<file path="config.mk">
export PLATFORM = sky130hd
export DESIGN_NAME = sprite_layer_compositor_flat
export DESIGN_NICKNAME = d
export VERILOG_FILES = /design/src/rtl/sprite_layer_compositor_if.sv /design/src/rtl/sprite_layer_compositor.sv /design/src/flat_wrapper.sv
export SDC_FILE = /design/constraint.sdc
export NUM_CORES = 2
export LEC_CHECK = 0
export BUFFER_PORTS_ARGS = -buffer_cell sky130_fd_sc_hd__buf_2
export CORE_ASPECT_RATIO = 1.1
export CORE_MARGIN = 4
export CORE_UTILIZATION = 45
export CTS_CLUSTER_DIAMETER = 30
export DETAILED_ROUTE_END_ITERATION = 10
export HOLD_SLACK_MARGIN = 0.05
export PLACE_DENSITY = 0.71
export SLEW_MARGIN = 30
export SYNTH_ARGS = -nofsm -noshare
export SYNTH_HDL_FRONTEND = slang
export SYNTH_SLANG_ARGS = --single-unit
</file>
<file path="constraint.sdc">
create_clock -name iClock -period 7.95 [get_ports iClock]
set_clock_uncertainty 0.05 [all_clocks]
set_input_delay 1.9875 -clock iClock [delete_from_list [all_inputs] [get_ports iClock]]
set_output_delay 1.9875 -clock iClock [all_outputs]
set_load 0.05 [all_outputs]
</file>
<file path="src/rtl/sprite_layer_compositor_if.sv">
// Pixel, descriptor-config and sprite-ROM signal bundle of the sprite layer compositor.
interface sprite_layer_compositor_if #(
    parameter int NUM_SPRITES = 4,
    parameter int COORD_WIDTH = 11,
    parameter int ADDR_WIDTH  = 16,
    parameter int CIDX_WIDTH  = 6,
    parameter int IDX_WIDTH   = 4
);
    logic                                  iValid;
    logic signed [COORD_WIDTH-1:0]         iX;
    logic signed [COORD_WIDTH-1:0]         iY;
    logic                                  iFrameStart;
    logic                                  iCfgWe;
    logic [IDX_WIDTH-1:0]                  iCfgIdx;
    logic [2:0]                            iCfgField;
    logic [15:0]                           iCfgData;
    logic [NUM_SPRITES*ADDR_WIDTH-1:0]     oSpriteAddr;
    logic [NUM_SPRITES*CIDX_WIDTH-1:0]     iSpriteCidx;
    logic [CIDX_WIDTH-1:0]                 iBgCidx;
    logic                                  oValid;
    logic [CIDX_WIDTH-1:0]                 oCidx;
    logic [NUM_SPRITES-1:0]                oHitMask;

    modport master (
        output iValid, iX, iY, iFrameStart, iCfgWe, iCfgIdx, iCfgField, iCfgData,
               iSpriteCidx, iBgCidx,
        input  oSpriteAddr, oValid, oCidx, oHitMask
    );

    modport slave (
        input  iValid, iX, iY, iFrameStart, iCfgWe, iCfgIdx, iCfgField, iCfgData,
               iSpriteCidx, iBgCidx,
        output oSpriteAddr, oValid, oCidx, oHitMask
    );
endinterface

</file>
<file path="src/rtl/sprite_layer_compositor.sv">
// N-sprite compositor: double-buffered descriptors, ROM addressing, priority merge
// over a background index (3-cycle latency) and per-frame sprite-0 overlap mask.
module sprite_layer_compositor #(
    parameter int NUM_SPRITES = 4,
    parameter int COORD_WIDTH = 11,
    parameter int SIZE_WIDTH  = 9,
    parameter int ADDR_WIDTH  = 16,
    parameter int CIDX_WIDTH  = 6,
    parameter int IDX_WIDTH   = 4
) (
    input logic                      iClock,
    input logic                      iResetN,
    sprite_layer_compositor_if.slave bus
);
    localparam int EW = COORD_WIDTH + 2;

    logic signed [COORD_WIDTH-1:0] sh_x_r    [NUM_SPRITES];
    logic signed [COORD_WIDTH-1:0] sh_y_r    [NUM_SPRITES];
    logic [SIZE_WIDTH-1:0]         sh_w_r    [NUM_SPRITES];
    logic [SIZE_WIDTH-1:0]         sh_h_r    [NUM_SPRITES];
    logic [ADDR_WIDTH-1:0]         sh_base_r [NUM_SPRITES];
    logic [NUM_SPRITES-1:0]        sh_en_r;
    logic signed [COORD_WIDTH-1:0] ac_x_r    [NUM_SPRITES];
    logic signed [COORD_WIDTH-1:0] ac_y_r    [NUM_SPRITES];
    logic [SIZE_WIDTH-1:0]         ac_w_r    [NUM_SPRITES];
    logic [SIZE_WIDTH-1:0]         ac_h_r    [NUM_SPRITES];
    logic [ADDR_WIDTH-1:0]         ac_base_r [NUM_SPRITES];
    logic [NUM_SPRITES-1:0]        ac_en_r;
    logic signed [COORD_WIDTH-1:0] nx_x_s    [NUM_SPRITES];
    logic signed [COORD_WIDTH-1:0] nx_y_s    [NUM_SPRITES];
    logic [SIZE_WIDTH-1:0]         nx_w_s    [NUM_SPRITES];
    logic [SIZE_WIDTH-1:0]         nx_h_s    [NUM_SPRITES];
    logic [ADDR_WIDTH-1:0]         nx_base_s [NUM_SPRITES];
    logic [NUM_SPRITES-1:0]        nx_en_s;

    logic signed [EW-1:0]              px_s, py_s;
    logic signed [EW-1:0]              dx_s [NUM_SPRITES];
    logic signed [EW-1:0]              dy_s [NUM_SPRITES];
    logic [ADDR_WIDTH-1:0]             loc_s [NUM_SPRITES];
    logic [NUM_SPRITES-1:0]            in_s, in1_r, in2_r, opaque_s, hit_s, acc_r, hit_mask_r;
    logic [NUM_SPRITES*ADDR_WIDTH-1:0] addr_r;
    logic                              v1_r, v2_r, valid_r;
    logic [CIDX_WIDTH-1:0]             sel_s, cidx_r;

    function automatic logic signed [EW-1:0] sext(input logic signed [COORD_WIDTH-1:0] v);
        return {{2{v[COORD_WIDTH-1]}}, v};
    endfunction

    function automatic logic signed [EW-1:0] zext(input logic [SIZE_WIDTH-1:0] v);
        return {{(EW-SIZE_WIDTH){1'b0}}, v};
    endfunction

    assign px_s = sext(bus.iX);
    assign py_s = sext(bus.iY);

    // Shadow set after this cycle's config write; it is also what a frame start commits.
    always_comb begin
        for (int i = 0; i < NUM_SPRITES; i++) begin
            nx_x_s[i]    = sh_x_r[i];
            nx_y_s[i]    = sh_y_r[i];
            nx_w_s[i]    = sh_w_r[i];
            nx_h_s[i]    = sh_h_r[i];
            nx_base_s[i] = sh_base_r[i];
            nx_en_s[i]   = sh_en_r[i];
            if (bus.iCfgWe && (bus.iCfgIdx == IDX_WIDTH'(i))) begin
                case (bus.iCfgField)
                    3'd0:    nx_x_s[i]    = COORD_WIDTH'(bus.iCfgData);
                    3'd1:    nx_y_s[i]    = COORD_WIDTH'(bus.iCfgData);
                    3'd2:    nx_w_s[i]    = SIZE_WIDTH'(bus.iCfgData);
                    3'd3:    nx_h_s[i]    = SIZE_WIDTH'(bus.iCfgData);
                    3'd4:    nx_base_s[i] = ADDR_WIDTH'(bus.iCfgData);
                    3'd5:    nx_en_s[i]   = bus.iCfgData[0];
                    default: nx_en_s[i]   = sh_en_r[i];
                endcase
            end else begin
                nx_en_s[i] = sh_en_r[i];
            end
        end
    end

    // Area test and ROM-local address per channel; offsets are exact at EW bits.
    always_comb begin
        for (int i = 0; i < NUM_SPRITES; i++) begin
            dx_s[i]  = px_s - sext(ac_x_r[i]);
            dy_s[i]  = py_s - sext(ac_y_r[i]);
            in_s[i]  = bus.iValid && ac_en_r[i]
                     && (ac_w_r[i] != {SIZE_WIDTH{1'b0}}) && (ac_h_r[i] != {SIZE_WIDTH{1'b0}})
                     && !dx_s[i][EW-1] && (dx_s[i] < zext(ac_w_r[i]))
                     && !dy_s[i][EW-1] && (dy_s[i] < zext(ac_h_r[i]));
            loc_s[i] = ADDR_WIDTH'(dx_s[i]) + ADDR_WIDTH'(dy_s[i]) * ADDR_WIDTH'(ac_w_r[i]);
        end
    end

    // Priority merge (lowest index wins) and sprite-0 overlap detection.
    always_comb begin
        sel_s = bus.iBgCidx;
        for (int i = NUM_SPRITES - 1; i >= 0; i--) begin
            opaque_s[i] = in2_r[i]
                        && (bus.iSpriteCidx[i*CIDX_WIDTH +: CIDX_WIDTH] != {CIDX_WIDTH{1'b0}});
            sel_s = opaque_s[i] ? bus.iSpriteCidx[i*CIDX_WIDTH +: CIDX_WIDTH] : sel_s;
        end
        hit_s = {NUM_SPRITES{1'b0}};
        for (int i = 1; i < NUM_SPRITES; i++) begin
            hit_s[i] = opaque_s[0] && opaque_s[i];
        end
    end

    // Descriptor banks: shadow follows config writes, active loads on frame start.
    always_ff @(posedge iClock or negedge iResetN) begin
        if (!iResetN) begin
            for (int i = 0; i < NUM_SPRITES; i++) begin
                sh_x_r[i]    <= {COORD_WIDTH{1'b0}};
                sh_y_r[i]    <= {COORD_WIDTH{1'b0}};
                sh_w_r[i]    <= {SIZE_WIDTH{1'b0}};
                sh_h_r[i]    <= {SIZE_WIDTH{1'b0}};
                sh_base_r[i] <= {ADDR_WIDTH{1'b0}};
                ac_x_r[i]    <= {COORD_WIDTH{1'b0}};
                ac_y_r[i]    <= {COORD_WIDTH{1'b0}};
                ac_w_r[i]    <= {SIZE_WIDTH{1'b0}};
                ac_h_r[i]    <= {SIZE_WIDTH{1'b0}};
                ac_base_r[i] <= {ADDR_WIDTH{1'b0}};
            end
            sh_en_r <= {NUM_SPRITES{1'b0}};
            ac_en_r <= {NUM_SPRITES{1'b0}};
        end else begin
            sh_x_r    <= nx_x_s;
            sh_y_r    <= nx_y_s;
            sh_w_r    <= nx_w_s;
            sh_h_r    <= nx_h_s;
            sh_base_r <= nx_base_s;
            sh_en_r   <= nx_en_s;
            if (bus.iFrameStart) begin
                ac_x_r    <= nx_x_s;
                ac_y_r    <= nx_y_s;
                ac_w_r    <= nx_w_s;
                ac_h_r    <= nx_h_s;
                ac_base_r <= nx_base_s;
                ac_en_r   <= nx_en_s;
            end else begin
                ac_en_r   <= ac_en_r;
            end
        end
    end

    // Pixel pipeline, output registers and per-frame hit accumulation.
    always_ff @(posedge iClock or negedge iResetN) begin
        if (!iResetN) begin
            v1_r       <= 1'b0;
            v2_r       <= 1'b0;
            valid_r    <= 1'b0;
            in1_r      <= {NUM_SPRITES{1'b0}};
            in2_r      <= {NUM_SPRITES{1'b0}};
            addr_r     <= {(NUM_SPRITES*ADDR_WIDTH){1'b0}};
            cidx_r     <= {CIDX_WIDTH{1'b0}};
            acc_r      <= {NUM_SPRITES{1'b0}};
            hit_mask_r <= {NUM_SPRITES{1'b0}};
        end else begin
            v1_r    <= bus.iValid;
            in1_r   <= in_s;
            for (int i = 0; i < NUM_SPRITES; i++) begin
                addr_r[i*ADDR_WIDTH +: ADDR_WIDTH] <= in_s[i] ? (ac_base_r[i] + loc_s[i])
                                                              : {ADDR_WIDTH{1'b0}};
            end
            v2_r    <= v1_r;
            in2_r   <= in1_r;
            valid_r <= v2_r;
            if (v2_r) begin
                cidx_r <= sel_s;
            end else begin
                cidx_r <= cidx_r;
            end
            if (bus.iFrameStart) begin
                hit_mask_r <= acc_r | hit_s;
                acc_r      <= {NUM_SPRITES{1'b0}};
            end else begin
                acc_r      <= acc_r | hit_s;
            end
        end
    end

    assign bus.oSpriteAddr = addr_r;
    assign bus.oValid      = valid_r;
    assign bus.oCidx       = cidx_r;
    assign bus.oHitMask    = hit_mask_r;
endmodule

</file>
<file path="src/flat_wrapper.sv">
// flat-port wrapper written by rule: the top's interface ports become plain ports
module sprite_layer_compositor_flat 
#(
    parameter int NUM_SPRITES = 4,
    parameter int COORD_WIDTH = 11,
    parameter int SIZE_WIDTH  = 9,
    parameter int ADDR_WIDTH  = 16,
    parameter int CIDX_WIDTH  = 6,
    parameter int IDX_WIDTH   = 4
)
  (iClock, iResetN, bus_iValid, bus_iX, bus_iY, bus_iFrameStart, bus_iCfgWe, bus_iCfgIdx, bus_iCfgField, bus_iCfgData, bus_iSpriteCidx, bus_iBgCidx, bus_oSpriteAddr, bus_oValid, bus_oCidx, bus_oHitMask);
  sprite_layer_compositor_if #(.NUM_SPRITES(NUM_SPRITES), .COORD_WIDTH(COORD_WIDTH), .ADDR_WIDTH(ADDR_WIDTH), .CIDX_WIDTH(CIDX_WIDTH), .IDX_WIDTH(IDX_WIDTH)) bus_i ();
  input logic iClock;
  input logic iResetN;
  input wire logic [$bits(bus_i.iValid)-1:0] bus_iValid;
  input wire logic [$bits(bus_i.iX)-1:0] bus_iX;
  input wire logic [$bits(bus_i.iY)-1:0] bus_iY;
  input wire logic [$bits(bus_i.iFrameStart)-1:0] bus_iFrameStart;
  input wire logic [$bits(bus_i.iCfgWe)-1:0] bus_iCfgWe;
  input wire logic [$bits(bus_i.iCfgIdx)-1:0] bus_iCfgIdx;
  input wire logic [$bits(bus_i.iCfgField)-1:0] bus_iCfgField;
  input wire logic [$bits(bus_i.iCfgData)-1:0] bus_iCfgData;
  input wire logic [$bits(bus_i.iSpriteCidx)-1:0] bus_iSpriteCidx;
  input wire logic [$bits(bus_i.iBgCidx)-1:0] bus_iBgCidx;
  output wire logic [$bits(bus_i.oSpriteAddr)-1:0] bus_oSpriteAddr;
  output wire logic [$bits(bus_i.oValid)-1:0] bus_oValid;
  output wire logic [$bits(bus_i.oCidx)-1:0] bus_oCidx;
  output wire logic [$bits(bus_i.oHitMask)-1:0] bus_oHitMask;
  assign bus_i.iValid = bus_iValid;
  assign bus_i.iX = bus_iX;
  assign bus_i.iY = bus_iY;
  assign bus_i.iFrameStart = bus_iFrameStart;
  assign bus_i.iCfgWe = bus_iCfgWe;
  assign bus_i.iCfgIdx = bus_iCfgIdx;
  assign bus_i.iCfgField = bus_iCfgField;
  assign bus_i.iCfgData = bus_iCfgData;
  assign bus_i.iSpriteCidx = bus_iSpriteCidx;
  assign bus_i.iBgCidx = bus_iBgCidx;
  assign bus_oSpriteAddr = bus_i.oSpriteAddr;
  assign bus_oValid = bus_i.oValid;
  assign bus_oCidx = bus_i.oCidx;
  assign bus_oHitMask = bus_i.oHitMask;
  sprite_layer_compositor #(.NUM_SPRITES(NUM_SPRITES), .COORD_WIDTH(COORD_WIDTH), .SIZE_WIDTH(SIZE_WIDTH), .ADDR_WIDTH(ADDR_WIDTH), .CIDX_WIDTH(CIDX_WIDTH), .IDX_WIDTH(IDX_WIDTH)) u_core (.iClock(iClock), .iResetN(iResetN), .bus(bus_i));
endmodule
</file>
==> out/metrics.cfg <==
[global_routing]
globalRouteOverflowTotal=0
grt_pass1_vias=31100
globalRouteTotalUtil=0.221
grt_max_degree=221
first_pass_grt_wire_length_um=164000
initial_antenna_violation_count=18

[floorplan]
floorplan.die_area_mm2=0.0945
floorplan.core_area_mm2=0.0884
die_h_um=322
placement_rows=114
ios=155
initial_utilization=0.456
dieWidth_um=293

[critical_path]
arrival_ps=8190
cpPeakStageDelay_ps=510
setup.worst_path.start_class=primary input
required_worst_endpoint_ps=8400
max_fanout_on_critical_path=5
timing.critical_path.slowest_stage_cell=fa_1
critPathMostFrequentCell=fa_1
worst-setup-path-type=primary input to flip-flop
timing.critical_path.to_type=flip-flop

[timing]
layout_worst_path_cycle_share=0.973
report.final.hold_viol_count=0
final.hold.worst_slack_ps=256
report.final.setup_viol=0
totalNegativeSetupSlack_ps=0
slew_headroom=0.314
tightest_slew_ps=1030
report.final.slew_viol_count=0
final.setup.worst_slack_ps=211
final_period_minus_worst_setup_slack_ps=7740
max_clock_freq_ghz=0.129

[placement]
gpl.final_weighted_congestion=0.890
detailed_place.area_mm2=0.0444
post-place-cells=5485
dpl_worst_slack_ps=-598
port-buffer-count=153
dp.final_hpwl_um=73800

[finish]
final_cell_mix=793 x inv_1, 543 x dfrtp_1, 494 x nand2_1, 374 x fa_1, 298 x ha_1
finish.net_count=5209
area_of_all_placed_cells_without_fillers_mm2=0.0486
finalNonFillerCells=5713
ff_latch_area_mm2=0.0136
flow.area_growth_from_synthesis_pct=20.5
fillCellCount=7628
post-route-util=0.549
drive_gt1_frac=0.222
multi_input_comb_area_mm2=0.0236
final_common_cell=inv_1

[synth]
postSynth.topFlopCell=dfrtp_1
synth-async-reset-ratio=1.00
netlist.top_cell.by_area=dfrtp_1
syn_nets=4781
distinct_cell_type_count_of_the_synthesized_netlist=72
ys_seq_elements=543
syn-cell-area_mm2=0.0403
syn-instance-count=4017
synth_top_area_frac=0.337
ys_warn_count=0
synth.avg_cell_area_um2=10.0
ys_top_cells_by_area=dfrtp_1 34%, fa_1 19%, ha_1 9.4%, mux2_2 7.8%, inv_1 7.4%
ys_seq_area_frac=0.337
number_of_enable_flip_flop_cells_after_synthesis=0

[power]
power-per-cell-area_mw_per_mm2=274
totalPowerFinal_mw=13.3
cellLeakagePower_nw=24.5
peak_supply_drop_uv=166

[clock_network]
tritoncts.num_buffers=109
clock_insertion_delay_worst_skew_ps=680
tritoncts=built
cts-root-buf=clkbuf_16
h-tree-depth=3
clk_sinks=543
post_cts_clock_slew_at_the_launch_and_capture_registers_of_the_worst_setup_and_hold_paths_ps=50
cts_max_path_buffers=3

[route]
postRouteAntennaNets=0
post_drt_via_cell_ratio=5.12
drc=0
detailedRoute.firstIterationViolations=1728
drtPass1Iterations=5
detailroute.via_count=29300
drt_wl_total_um=102000
post_drt_wl_per_cell_um=17.9

[outcome]
run_status=finished clean

[worst_hold_path]
hold_path_class=flip-flop to flip-flop

[job]
max-cap-violations=0

[flip-flops by register name (all words and copies together), names as in the netlist, 6 cells and up]
name,count
u_core.ac_base_r,64
u_core.bus.oSpriteAddr,64
u_core.sh_base_r,64
u_core.ac_x_r,44
u_core.ac_y_r,44
u_core.sh_x_r,44
u_core.sh_y_r,44
u_core.ac_h_r,36
u_core.ac_w_r,36
u_core.sh_h_r,36
u_core.sh_w_r,36
u_core.bus.oCidx,6
[path summary, 6_finish.rpt]
check / start / end / slack, ps / cells after the start
setup reg to reg: u_core.ac_y_r[22] / u_core.bus.oSpriteAddr[30] / 1430 / 26
hold / removal: u_core.in1_r[0] / u_core.in2_r[0] / 260 / 0
min in group asynchronous: iResetN / u_core.bus.oSpriteAddr[27] / 1300 / 1
setup / recovery: bus_iY[0] / u_core.bus.oSpriteAddr[30] / 210 / 29
hold reg to reg: u_core.in1_r[0] / u_core.in2_r[0] / 260 / 0
max in group asynchronous: iResetN / u_core.sh_base_r[28] / 5170 / 2
[cell families after synthesis]
group	after synthesis	synth area share
adder cells (fa/ha/maj)	684	0.283
other	1	0.0000930
multiplexers	279	0.0779
flip-flops	543	0.337
AND/OR/NAND/NOR	942	0.107
AO/OA/AOI/OAI	486	0.0712
buffers and inverters	921	0.0863
XOR/XNOR	161	0.0374
[metal layers]
metal	vias to the layer above	part of all wire	GRT usage
li1	13500	-	-
met1	14700	0.40	0.277
met2	863	0.49	0.374
met3	223	0.077	0.0509
met4	4	0.033	0.0827
met5	-	0.00022	0
[synthesized netlist by cell type (6+ instances only)]
master / n
a211oi_1: 7
or3_1: 8
nand2_1: 498
xor2_1: 54
ha_1: 304
and3_1: 7
or4_1: 8
nand2b_1: 24
nand4_1: 8
a21oi_1: 102
nor2b_1: 35
dfrtp_1: 543
xnor2_1: 99
o21a_1: 12
nand3_1: 21
nor3_1: 33
nor2_1: 135
nor4_1: 14
and2_1: 117
a31oi_1: 8
o21bai_1: 16
mux2_2: 278
o21ai_0: 238
a21o_1: 32
clkbuf_1: 113
a21boi_0: 9
inv_1: 798
o31ai_1: 6
o41ai_1: 7
fa_1: 380
[power breakdown]
part	switching [mW]	internal, mW	total [mW]
Sequential	0.132	2.97	3.10
Clock	1.67	3.05	4.73
Combinational	2.85	2.65	5.50
[cell type report]
type                       instances  share of cell area
sequential                       543               0.280
clock inverter                    85              0.0205
clock buffer                     121              0.0596
tap                             1160              0.0299
timing repair buffer             440              0.0625
antenna                           13            0.000670
inverter                         798              0.0617
multi-input combinational       2553               0.485
[critical path, delay by kind of cell]
| family | cells | cell delay (ps) |
|---|---|---|
| buffers and inverters | 8 | 650 |
| XOR/XNOR | 2 | 360 |
| AO/OA/AOI/OAI | 7 | 1480 |
| AND/OR/NAND/NOR | 4 | 470 |
| adder cells (fa/ha/maj) | 8 | 3240 |
[timing repair]
item,4_1_cts,5_1_grt
hold buffers,0,0
resized for setup,0,41
setup endpoints to repair,0,13
setup buffers,0,11
No activity file was read; power rests on OpenSTA's default activity.
